**src/rtl/seg7_scan_driver_if.sv**
```systemverilog
// Load-side bus of the 7-segment scan driver: captured word, per-digit
// decimal-point and blank masks, plus the pending (waiting for frame) flag.
interface seg7_scan_driver_if #(
  parameter int NUM_DIGITS = 4
);
  logic                    load;
  logic [4*NUM_DIGITS-1:0] value;
  logic [NUM_DIGITS-1:0]   dp_in;
  logic [NUM_DIGITS-1:0]   blank_in;
  logic                    pending;

  modport master (output load, value, dp_in, blank_in, input pending);
  modport slave  (input load, value, dp_in, blank_in, output pending);
endinterface

```
**src/rtl/seg7_scan_driver.sv**
```systemverilog
// Time-multiplexed 7-segment driver. One digit per slot of REFRESH_DIV cycles,
// the first GHOST_CYCLES of each slot with all enables off (anti-ghosting).
// New data is held in a pending copy and swapped in at the frame boundary so a
// frame never mixes old and new digits.
//
// state    | meaning
// ST_RESET | in reset; next cycle starts slot 0 of digit 0
// ST_GHOST | slot dead time, enables off, segments already show the digit
// ST_DRIVE | enable of the current digit active
module seg7_scan_driver #(
  parameter int NUM_DIGITS   = 4,
  parameter int REFRESH_DIV  = 12000,
  parameter int GHOST_CYCLES = 16,
  parameter bit EN_ACT_LOW   = 1'b1,
  parameter bit SEG_ACT_LOW  = 1'b1,
  parameter bit LZ_BLANK     = 1'b0
) (
  input  logic                  CLK,
  input  logic                  RST,
  seg7_scan_driver_if.slave     bus,
  output logic [NUM_DIGITS-1:0] DS_EN,
  output logic [6:0]            DS_SEG,
  output logic                  DS_DP,
  output logic                  frame_start
);

  localparam int CW = $clog2(REFRESH_DIV);
  localparam int IW = (NUM_DIGITS > 1) ? $clog2(NUM_DIGITS) : 1;
  localparam logic [CW-1:0] CNT_LAST = CW'(REFRESH_DIV - 1);
  localparam logic [IW-1:0] IDX_LAST = IW'(NUM_DIGITS - 1);

  typedef enum logic [1:0] {ST_RESET, ST_GHOST, ST_DRIVE} state_t;

  state_t                  state, state_nxt;
  logic [CW-1:0]           cnt, cnt_nxt;
  logic [IW-1:0]           idx, idx_nxt;
  logic [4*NUM_DIGITS-1:0] disp_val, disp_val_nxt, pend_val;
  logic [NUM_DIGITS-1:0]   disp_dp, disp_dp_nxt, pend_dp;
  logic [NUM_DIGITS-1:0]   disp_blank, disp_blank_nxt, pend_blank;
  logic                    pending_q;
  logic                    boundary;
  logic                    upper_zero;
  logic                    dark;
  logic [3:0]              nib;
  logic [6:0]              seg_act;
  logic [NUM_DIGITS-1:0]   en_act;

  function automatic logic [6:0] decode(input logic [3:0] d);
    case (d)
      4'h0: decode = 7'h7E;  4'h1: decode = 7'h30;
      4'h2: decode = 7'h6D;  4'h3: decode = 7'h79;
      4'h4: decode = 7'h33;  4'h5: decode = 7'h5B;
      4'h6: decode = 7'h5F;  4'h7: decode = 7'h70;
      4'h8: decode = 7'h7F;  4'h9: decode = 7'h7B;
      4'hA: decode = 7'h77;  4'hB: decode = 7'h1F;
      4'hC: decode = 7'h4E;  4'hD: decode = 7'h3D;
      4'hE: decode = 7'h4F;  default: decode = 7'h47;
    endcase
  endfunction

  assign bus.pending = pending_q;

  // Next scan position, next display contents and the decode of that next state,
  // so the registered pins line up with cnt/idx of the same cycle.
  always_comb begin
    boundary = (state != ST_RESET) && (cnt == CNT_LAST) && (idx == IDX_LAST);

    if (state == ST_RESET) begin
      cnt_nxt = '0;
      idx_nxt = '0;
    end else if (cnt == CNT_LAST) begin
      cnt_nxt = '0;
      idx_nxt = (idx == IDX_LAST) ? '0 : idx + 1'b1;
    end else begin
      cnt_nxt = cnt + 1'b1;
      idx_nxt = idx;
    end

    state_nxt = (int'(cnt_nxt) < GHOST_CYCLES) ? ST_GHOST : ST_DRIVE;

    disp_val_nxt   = disp_val;
    disp_dp_nxt    = disp_dp;
    disp_blank_nxt = disp_blank;
    if (boundary && bus.load) begin
      disp_val_nxt   = bus.value;
      disp_dp_nxt    = bus.dp_in;
      disp_blank_nxt = bus.blank_in;
    end else if (boundary && pending_q) begin
      disp_val_nxt   = pend_val;
      disp_dp_nxt    = pend_dp;
      disp_blank_nxt = pend_blank;
    end

    upper_zero = 1'b1;
    for (int i = 0; i < NUM_DIGITS; i++) begin
      if (i >= int'(idx_nxt) && disp_val_nxt[4*i +: 4] != 4'h0) upper_zero = 1'b0;
    end
    nib  = disp_val_nxt[4*int'(idx_nxt) +: 4];
    dark = disp_blank_nxt[idx_nxt] || (LZ_BLANK && (idx_nxt != '0) && upper_zero);
    seg_act = dark ? 7'h00 : decode(nib);

    en_act = '0;
    if (state_nxt == ST_DRIVE) en_act[idx_nxt] = 1'b1;
  end

  // Scan state, data capture/commit and registered pin drive.
  always_ff @(posedge CLK) begin
    if (RST) begin
      state       <= ST_RESET;
      cnt         <= '0;
      idx         <= '0;
      disp_val    <= '0;
      disp_dp     <= '0;
      disp_blank  <= '0;
      pend_val    <= '0;
      pend_dp     <= '0;
      pend_blank  <= '0;
      pending_q   <= 1'b0;
      frame_start <= 1'b0;
      DS_EN       <= {NUM_DIGITS{EN_ACT_LOW}};
      DS_SEG      <= {7{SEG_ACT_LOW}};
      DS_DP       <= SEG_ACT_LOW;
    end else begin
      state      <= state_nxt;
      cnt        <= cnt_nxt;
      idx        <= idx_nxt;
      disp_val   <= disp_val_nxt;
      disp_dp    <= disp_dp_nxt;
      disp_blank <= disp_blank_nxt;
      if (boundary) begin
        pending_q <= 1'b0;
      end else if (bus.load) begin
        pend_val   <= bus.value;
        pend_dp    <= bus.dp_in;
        pend_blank <= bus.blank_in;
        pending_q  <= 1'b1;
      end
      frame_start <= (cnt_nxt == '0) && (idx_nxt == '0);
      DS_EN       <= en_act ^ {NUM_DIGITS{EN_ACT_LOW}};
      DS_SEG      <= seg_act ^ {7{SEG_ACT_LOW}};
      DS_DP       <= (disp_dp_nxt[idx_nxt] && !dark) ^ SEG_ACT_LOW;
    end
  end

endmodule

```
**src/flat_wrapper.sv**
```systemverilog
// flat-port wrapper written by rule: the top's interface ports become plain ports
module seg7_scan_driver_flat 
#(
  parameter int NUM_DIGITS   = 4,
  parameter int REFRESH_DIV  = 12000,
  parameter int GHOST_CYCLES = 16,
  parameter bit EN_ACT_LOW   = 1'b1,
  parameter bit SEG_ACT_LOW  = 1'b1,
  parameter bit LZ_BLANK     = 1'b0
)
  (CLK, RST, DS_EN, DS_SEG, DS_DP, frame_start, bus_load, bus_value, bus_dp_in, bus_blank_in, bus_pending);
  seg7_scan_driver_if #(.NUM_DIGITS(NUM_DIGITS)) bus_i ();
  input  logic CLK;
  input  logic RST;
  output logic [NUM_DIGITS-1:0] DS_EN;
  output logic [6:0] DS_SEG;
  output logic DS_DP;
  output logic frame_start;
  input wire logic [$bits(bus_i.load)-1:0] bus_load;
  input wire logic [$bits(bus_i.value)-1:0] bus_value;
  input wire logic [$bits(bus_i.dp_in)-1:0] bus_dp_in;
  input wire logic [$bits(bus_i.blank_in)-1:0] bus_blank_in;
  output wire logic [$bits(bus_i.pending)-1:0] bus_pending;
  assign bus_i.load = bus_load;
  assign bus_i.value = bus_value;
  assign bus_i.dp_in = bus_dp_in;
  assign bus_i.blank_in = bus_blank_in;
  assign bus_pending = bus_i.pending;
  seg7_scan_driver #(.NUM_DIGITS(NUM_DIGITS), .REFRESH_DIV(REFRESH_DIV), .GHOST_CYCLES(GHOST_CYCLES), .EN_ACT_LOW(EN_ACT_LOW), .SEG_ACT_LOW(SEG_ACT_LOW), .LZ_BLANK(LZ_BLANK)) u_core (.CLK(CLK), .RST(RST), .bus(bus_i), .DS_EN(DS_EN), .DS_SEG(DS_SEG), .DS_DP(DS_DP), .frame_start(frame_start));
endmodule
```
**config.mk**
```make
export PLATFORM = sky130hd
export DESIGN_NAME = seg7_scan_driver_flat
export DESIGN_NICKNAME = d
export VERILOG_FILES = /design/src/rtl/seg7_scan_driver_if.sv /design/src/rtl/seg7_scan_driver.sv /design/src/flat_wrapper.sv
export SDC_FILE = /design/constraint.sdc
export NUM_CORES = 1
export LEC_CHECK = 0
export ABC_AREA = 0
export CAP_MARGIN = 20
export CORE_UTILIZATION = 27
export CTS_CLUSTER_DIAMETER = 60
export CTS_CLUSTER_SIZE = 28
export DETAILED_ROUTE_END_ITERATION = 7
export PLACE_DENSITY = 0.5
export SYNTH_ARGS = -nofsm -noshare
export SYNTH_HDL_FRONTEND = slang
export SYNTH_SLANG_ARGS = --single-unit
export TNS_END_PERCENT = 20
```
**constraint.sdc**
```tcl
create_clock -name CLK -period 3.8 [get_ports CLK]
set_input_delay 0.76 -clock CLK [delete_from_list [all_inputs] [get_ports CLK]]
set_output_delay 0.76 -clock CLK [all_outputs]
set_load 0.05 [all_outputs]
```
==> results.sh, run 1 <==
export IMPL_clk_pin_slew_worst_paths_ns=0.06
export IMPL_rsz0062_at_grt="no"
export IMPL_portBuffers=40
export IMPL_die_area_um2=14300
export IMPL_routed_wire_length_per_instance_um=14.8
export IMPL_dr_first_iter_drc_count=154
export IMPL_finalCritPeriodShare_pct=93.8
export IMPL_path_max_fanout=12
export IMPL_ys_ff_latch=80
export IMPL_first_pass_iters=4
export IMPL_cts_setup_buffers=0
export IMPL_hold_buffers=0
export IMPL_drive_above_1_share_pct=8.94
export IMPL_start_kind="register"
export IMPL_clock_sinks=80
export IMPL_cts_root_buf="clkbuf_16"
export IMPL_ys_async_sr_fraction_pct=0
export IMPL_power_density_nw_per_um2=387
export IMPL_ios=41
export IMPL_grt_pass1_wl_um=16200
export IMPL_placed_cells=652
export IMPL_max_slew_margin_pct=35.4
export IMPL_timing_critical_path_slowest_stage_cell="or4_4"
export IMPL_postCtsResizedCells=0
export IMPL_antenna_cells=0
export IMPL_fill_cells=1383
export IMPL_antenna_left=0
export IMPL_grt_overflow_total=0
export IMPL_worst_ep_arrival_time_ns=3.76
export IMPL_synth_area_per_cell_um2=8.35
export IMPL_place_ws_ns=0.0941
export IMPL_rows=42
export IMPL_drc=0
export IMPL_core_um2=13400
export IMPL_wl_um=9900
export IMPL_globalRouteTotalUtil_pct=14.5
export IMPL_syn_inst=448
export IMPL_syn_nets=483
export IMPL_multi_input_comb_area_um2=2000
export IMPL_hold_violations=0
export IMPL_hpwl_um=7130
export IMPL_final_common_cell="dfxtp_1"
export IMPL_path_class="register to register"
export IMPL_via_per_inst=5.03
export IMPL_worstPathRequired_ns=4.00
export IMPL_yosys_warnings=0
export IMPL_cts_tree="done"
export IMPL_final_util_pct=34.6
export IMPL_routabilityCongestion=0.836
export IMPL_drv_slew=0
export IMPL_die_x_um=120
export IMPL_synth_edf_count=0
export IMPL_synth_cell_types=57
export IMPL_syn_cell_area_um2=3740
export IMPL_skew_ns=0.00919
export IMPL_clockBufferDepth=2
export IMPL_cts_buffers=9
export IMPL_grt_max_degree=28
export IMPL_synthFlopType="dfxtp_1"
export IMPL_tightest_slew_ns=0.962
export IMPL_max_cap_viol_count=0
export IMPL_fin_cells=668
export IMPL_cp_num_buf_inv=3
export IMPL_max_stage_delay_ns=0.65
export IMPL_grt_antenna_before_repair=0
export IMPL_cts_max_level=3
export IMPL_crit_family="simple AND/OR/NAND/NOR gates"
export IMPL_tns_ns=0
export IMPL_seqCellArea_um2=1600
export IMPL_setup_violations_final=0
export IMPL_p_leak_nw=1.64
export IMPL_min_path_type="register to register"
export IMPL_clock_latency_ns=0.34
export IMPL_grt_pass1_vias=3254
export IMPL_crit_top_cell="inv_1"
export IMPL_nNetsFinal=522
export IMPL_max_freq_ghz=0.280
export IMPL_num_vias=3357
export IMPL_peakVddDrop_v=0.000234
export IMPL_cp_cell_sequence="or4b_4, or4_4, nor2_4, buf_4, a32oi_1, a21oi_1, nor2_1, nand2_1, inv_1, ha_1, inv_1, mux2i_1, nor4_1, a31oi_1"
export IMPL_die_h_um=120
export IMPL_ys_seq_area_share_pct=42.8
export IMPL_start_util_pct=27.9
export IMPL_finalCriticalPeriod_ns=3.57
export IMPL_endpoint_kind="register"
export IMPL_status="finished, final reports clean"
export IMPL_layout_setup_ws_ns=0.234
export IMPL_final_cell_mix="dfxtp_1 (80), nand2_1 (79), a21oi_1 (41)"
export IMPL_area_growth_pct=24.0
## kinds of logic (layout without fill, tap and decap cells)
group	Yosys count	in the layout	synth area share, %
xor gates and xnor gates	13	13	3.04
buffers and inverters	36	80	3.95
AOI/OAI and AO/OA	122	122	21.8
adders and majority gates	8	8	2.68
muxes	13	13	3.61
DFF	80	80	42.8
and+or+nand+nor	176	176	22.0
## cells in the mapped netlist (2+ instances only)
library cell,number,area (um^2)
nand2b_1,5,31.3
nor2b_1,2,12.5
a31oi_1,2,12.5
and3_1,2,12.5
a221oi_1,4,35.0
nor4_1,2,12.5
dfxtp_1,80,1600
a221o_1,6,60.1
nor3_1,6,30.0
a22oi_1,5,37.5
mux2_2,4,45.0
a211oi_1,2,15.0
o31ai_1,10,75.1
nand4_1,4,25.0
o21ai_0,9,45.0
o211ai_1,2,15.0
xnor2_1,9,78.8
xor2_1,4,35.0
ha_1,8,100
nor2_1,40,150
clkbuf_1,21,78.8
or3_1,3,18.8
nand3_1,8,40.0
nand2_1,80,300
o211a_1,2,20.0
and2_1,12,75.1
a32oi_1,4,35.0
a21o_1,3,22.5
buf_2,4,20.0
o22ai_1,19,119
a32o_1,2,20.0
inv_1,10,37.5
a21oi_1,42,210
mux2i_1,9,90.1
## final timing paths
check / startpoint / to / slack (ns) / depth (start not counted)
setup reg to reg: u_core.cnt[8]$_SDFF_PP0_ / u_core.DS_SEG[3]$_SDFF_PP1_ / 0.23 / 14
hold reg to reg: u_core.pend_dp[3]$_SDFFE_PP0P_ / u_core.pend_dp[3]$_SDFFE_PP0P_ / 0.46 / 2
hold / removal: u_core.pend_dp[3]$_SDFFE_PP0P_ / u_core.pend_dp[3]$_SDFFE_PP0P_ / 0.46 / 2
setup / recovery: u_core.cnt[8]$_SDFF_PP0_ / u_core.DS_SEG[3]$_SDFF_PP1_ / 0.23 / 14
## report_power, final
group	switching (mW)	internal (mW)	leakage [nW]
registers	0.0135	0.859	0.653
clock network	0.331	0.458	0.130
logic	0.0772	0.0565	0.861
## per-layer routing
metal	GRT usage (%)	up-vias	part of all wire [%]	wire length, um
li1	-	1681	-	-
met4	7.34	0	2.1	203
met2	23.2	75	46	4530
met3	2.61	13	3.5	342
met5	0	-	0	0
met1	18.7	1588	49	4830
## worst register-to-register path: stages, from the launching register on
cell and delay (ns):
dfxtp_1 0.35, or4b_4 0.57, or4_4 0.65, nor2_4 0.26
buf_4 0.23, a32oi_1 0.15, a21oi_1 0.17, nor2_1 0.06
nand2_1 0.12, inv_1 0.10, ha_1 0.24, inv_1 0.13
mux2i_1 0.08, nor4_1 0.24, a31oi_1 0.07
## layout make-up
class                      instances  area share [%]
sequential                        80            34.5
inverter                          10           0.809
tap                              176            4.75
timing repair buffer              54            10.9
multi-input combinational        332            43.2
clock inverter                     3           0.378
clock buffer                      13            5.40
## sequential cells by signal, indices dropped and copies added (netlist names), 2 cells and up
name and cells:
u_core.disp_blank 4, u_core.DS_EN 4, u_core.cnt 14, u_core.disp_val 16, u_core.pend_dp 4, u_core.disp_dp 4, u_core.idx 2, u_core.state 2
u_core.pend_val 16, u_core.DS_SEG 7, u_core.pend_blank 4
## per-stage QoR
stage / cell area (um^2) / power (mW) / hold WS [ns]
after floorplan: 3740 / 0.958 / 0.425
after global placement: 4360 / 1.02 / 0.441
after detailed placement: 4360 / 1.03 / 0.451
after CTS: 4620 / 1.82 / 0.460
after global routing: 4640 / 1.86 / 0.470
final: 4640 / 1.80 / 0.456
Power figures use the tool's default switching activity.
==> inputs of run 2 (changes only) <==
--- a/config.mk
+++ b/config.mk
@@ -11,7 +11,8 @@
 export CTS_CLUSTER_DIAMETER = 60
 export CTS_CLUSTER_SIZE = 28
 export DETAILED_ROUTE_END_ITERATION = 7
-export PLACE_DENSITY = 0.5
+export DONT_BUFFER_PORTS = 1
+export PLACE_DENSITY = 0.46
 export SYNTH_ARGS = -nofsm -noshare
 export SYNTH_HDL_FRONTEND = slang
 export SYNTH_SLANG_ARGS = --single-unit
==> run 2 against run 1 <==
Against the previous run:
- register-to-register slack improved by 0.13 ns
- critical path depth fell by 4
- combinational power fell by 49%
- non-clock buffer count fell by 33
- cell area fell by 7.1%
- die area did not move
- sequential share of layout area rose by 2.6 points
- critical endpoint is now u_core.DS_SEG[4]$_SDFF_PP1_
- highest routed layer unchanged
==> results.sh, run 2 (synthesis gave the netlist of run 1 again) <==
export IMPL_tightest_slew_ns=0.852
export IMPL_rsz0062_at_grt="no"
export IMPL_setup_violations_final=0
export IMPL_switching_power_uw=410
export IMPL_grt_overflow_total=0
export IMPL_via_per_inst=5.11
export IMPL_cts_root_buf="clkbuf_16"
export IMPL_clockBufferDepth=2
export IMPL_hold_buffers=0
export IMPL_globalRouteTotalUtil_pct=15.2
export IMPL_worst_ep_arrival_time_ns=3.63
export IMPL_hold_violations=0
export IMPL_portBuffers=0
export IMPL_swShare_pct=22.6
export IMPL_start_kind="register"
export IMPL_area_growth_pct=15.2
export IMPL_clock_sinks=80
export IMPL_max_cap_viol_count=0
export IMPL_final_cell_mix="nand2_1 (80), dfxtp_1 (80), a21oi_1 (41)"
export IMPL_endpoint_kind="register"
export IMPL_tns_ns=0
export IMPL_max_stage_delay_ns=0.55
export IMPL_peakVddDrop_v=0.000209
export IMPL_status="finished, final reports clean"
export IMPL_cts_max_level=3
export IMPL_skew_ns=0.00610
export IMPL_core_um2=13400
export IMPL_nNetsFinal=489
export IMPL_dr_first_iter_drc_count=288
export IMPL_path_class="register to register"
export IMPL_hold_slack_ns=0.449
export IMPL_path_max_fanout=15
export IMPL_crit_top_cell="buf_4"
export IMPL_first_pass_iters=4
export IMPL_antenna_cells=0
export IMPL_antenna_left=0
export IMPL_die_area_um2=14300
export IMPL_max_slew_margin_pct=43.0
export IMPL_drv_slew=0
export IMPL_layout_setup_ws_ns=0.368
export IMPL_routed_wire_length_per_instance_um=16.1
export IMPL_wl_um=10200
export IMPL_grt_max_degree=43
export IMPL_p_seq_share_pct=48.8
export IMPL_clk_pin_slew_worst_paths_ns=0.06
export IMPL_die_x_um=120
export IMPL_p_leak_nw=1.54
export IMPL_routabilityCongestion=0.827
export IMPL_clock_latency_ns=0.35
export IMPL_worstPathRequired_ns=3.99
export IMPL_crit_family="simple AND/OR/NAND/NOR gates"
export IMPL_cts_buffers=9
export IMPL_num_vias=3238
export IMPL_ios=41
export IMPL_grt_antenna_before_repair=0
export IMPL_drc=0
export IMPL_cp_num_buf_inv=2
export IMPL_fill_cells=1432
export IMPL_total_power_mw=1.81
export IMPL_finalCriticalPeriod_ns=3.43
export IMPL_timing_critical_path_slowest_stage_cell="or4b_4"
export IMPL_grt_pass1_vias=3170
export IMPL_rows=42
export IMPL_min_path_type="register to register"
export IMPL_final_util_pct=32.1
export IMPL_top_regs="u_core.disp_val: 16 flops, u_core.pend_val: 16 flops, u_core.cnt: 14 flops"
export IMPL_grt_pass1_wl_um=16700
export IMPL_cp_cell_sequence="or4b_4, nor4_4, buf_4, nand2_1, buf_4, a221oi_1, mux2i_1, mux2_2, nor2_1, o221ai_1"
export IMPL_drive_above_1_share_pct=11.1
export IMPL_max_freq_ghz=0.291
export IMPL_p_int_mw=1.40
export IMPL_start_util_pct=27.9
export IMPL_hpwl_um=7250
export IMPL_p_clk_share_pct=47.4
export IMPL_die_h_um=120
export IMPL_place_ws_ns=0.171
export IMPL_cts_tree="done"
export IMPL_power_density_nw_per_um2=421
export IMPL_finalCritPeriodShare_pct=90.3
export IMPL_p_comb_share_pct=3.8
## run 2: changes by cell type in the layout (fill, tap and decap cells not counted), sizes merged
cell           previous run  this run
buf                      14        21
clkdlybuf4s50            40         0
clkinvlp                  1         0
clkbuf                   13        11
clkinv                    2         3
bufinv                    0         1
## run 2: what timing repair did
item                                    4_1_cts  5_1_grt
endpoints found under the setup margin        0        7
gates resized for setup                       0        2
buffers inserted                              0        6
hold endpoints to repair                      0        0
## run 2: through the flow
step	instances	area [um^2]
detailed placement	613	3970
CTS	628	4250
floorplan	448	3740
global route	634	4310
global placement	613	3970
finish	634	4310
## run 2: metal layers
metal  vias to the layer above  track usage [%]  routed length (um)
li1                       1616                -                   -
met1                      1523             20.6                5030
met2                        82             22.3                4310
met3                        17             4.42                 671
met4                         0             6.41                 214
met5                         -                0                   0
## run 2: cell type report
class / instances / area (um^2) / share of cell area [%]
Tap cell: 176 / 220 / 5.11
Multi-Input combinational cell: 332 / 2000 / 46.5
Inverter: 10 / 37.5 / 0.871
Timing Repair Buffer: 21 / 158 / 3.66
Clock buffer: 11 / 243 / 5.63
Sequential cell: 80 / 1600 / 37.2
Clock inverter: 4 / 45.0 / 1.05
## run 2: worst reg2reg max path: stages (launching register included)
cell and delay (ns):
dfxtp_1 0.36, or4b_4 0.55, nor4_4 0.34, buf_4 0.22, nand2_1 0.06, buf_4 0.20, a221oi_1 0.45, mux2i_1 0.13
mux2_2 0.32, nor2_1 0.44, o221ai_1 0.21
## run 2: final timing paths
kind                            depth (start not counted)                       startpoint  slack (ns)                         endpoint
worst max-delay path                                   10        u_core.cnt[12]$_SDFF_PP0_        0.37      u_core.DS_SEG[4]$_SDFF_PP1_
worst min-delay path                                    2  u_core.pend_val[3]$_SDFFE_PP0P_        0.45  u_core.pend_val[3]$_SDFFE_PP0P_
worst max register to register                         10        u_core.cnt[12]$_SDFF_PP0_        0.37      u_core.DS_SEG[4]$_SDFF_PP1_
worst min register to register                          2  u_core.pend_val[3]$_SDFFE_PP0P_        0.45  u_core.pend_val[3]$_SDFFE_PP0P_
## run 2: power groups by stage
stage	registers, mW	logic [mW]	clock network (mW)
global placement	0.903	0.0680	0
detailed placement	0.904	0.0692	0
global route	0.887	0.0784	0.914
finish	0.885	0.0687	0.859
CTS	0.885	0.0694	0.883
floorplan	0.904	0.0541	0
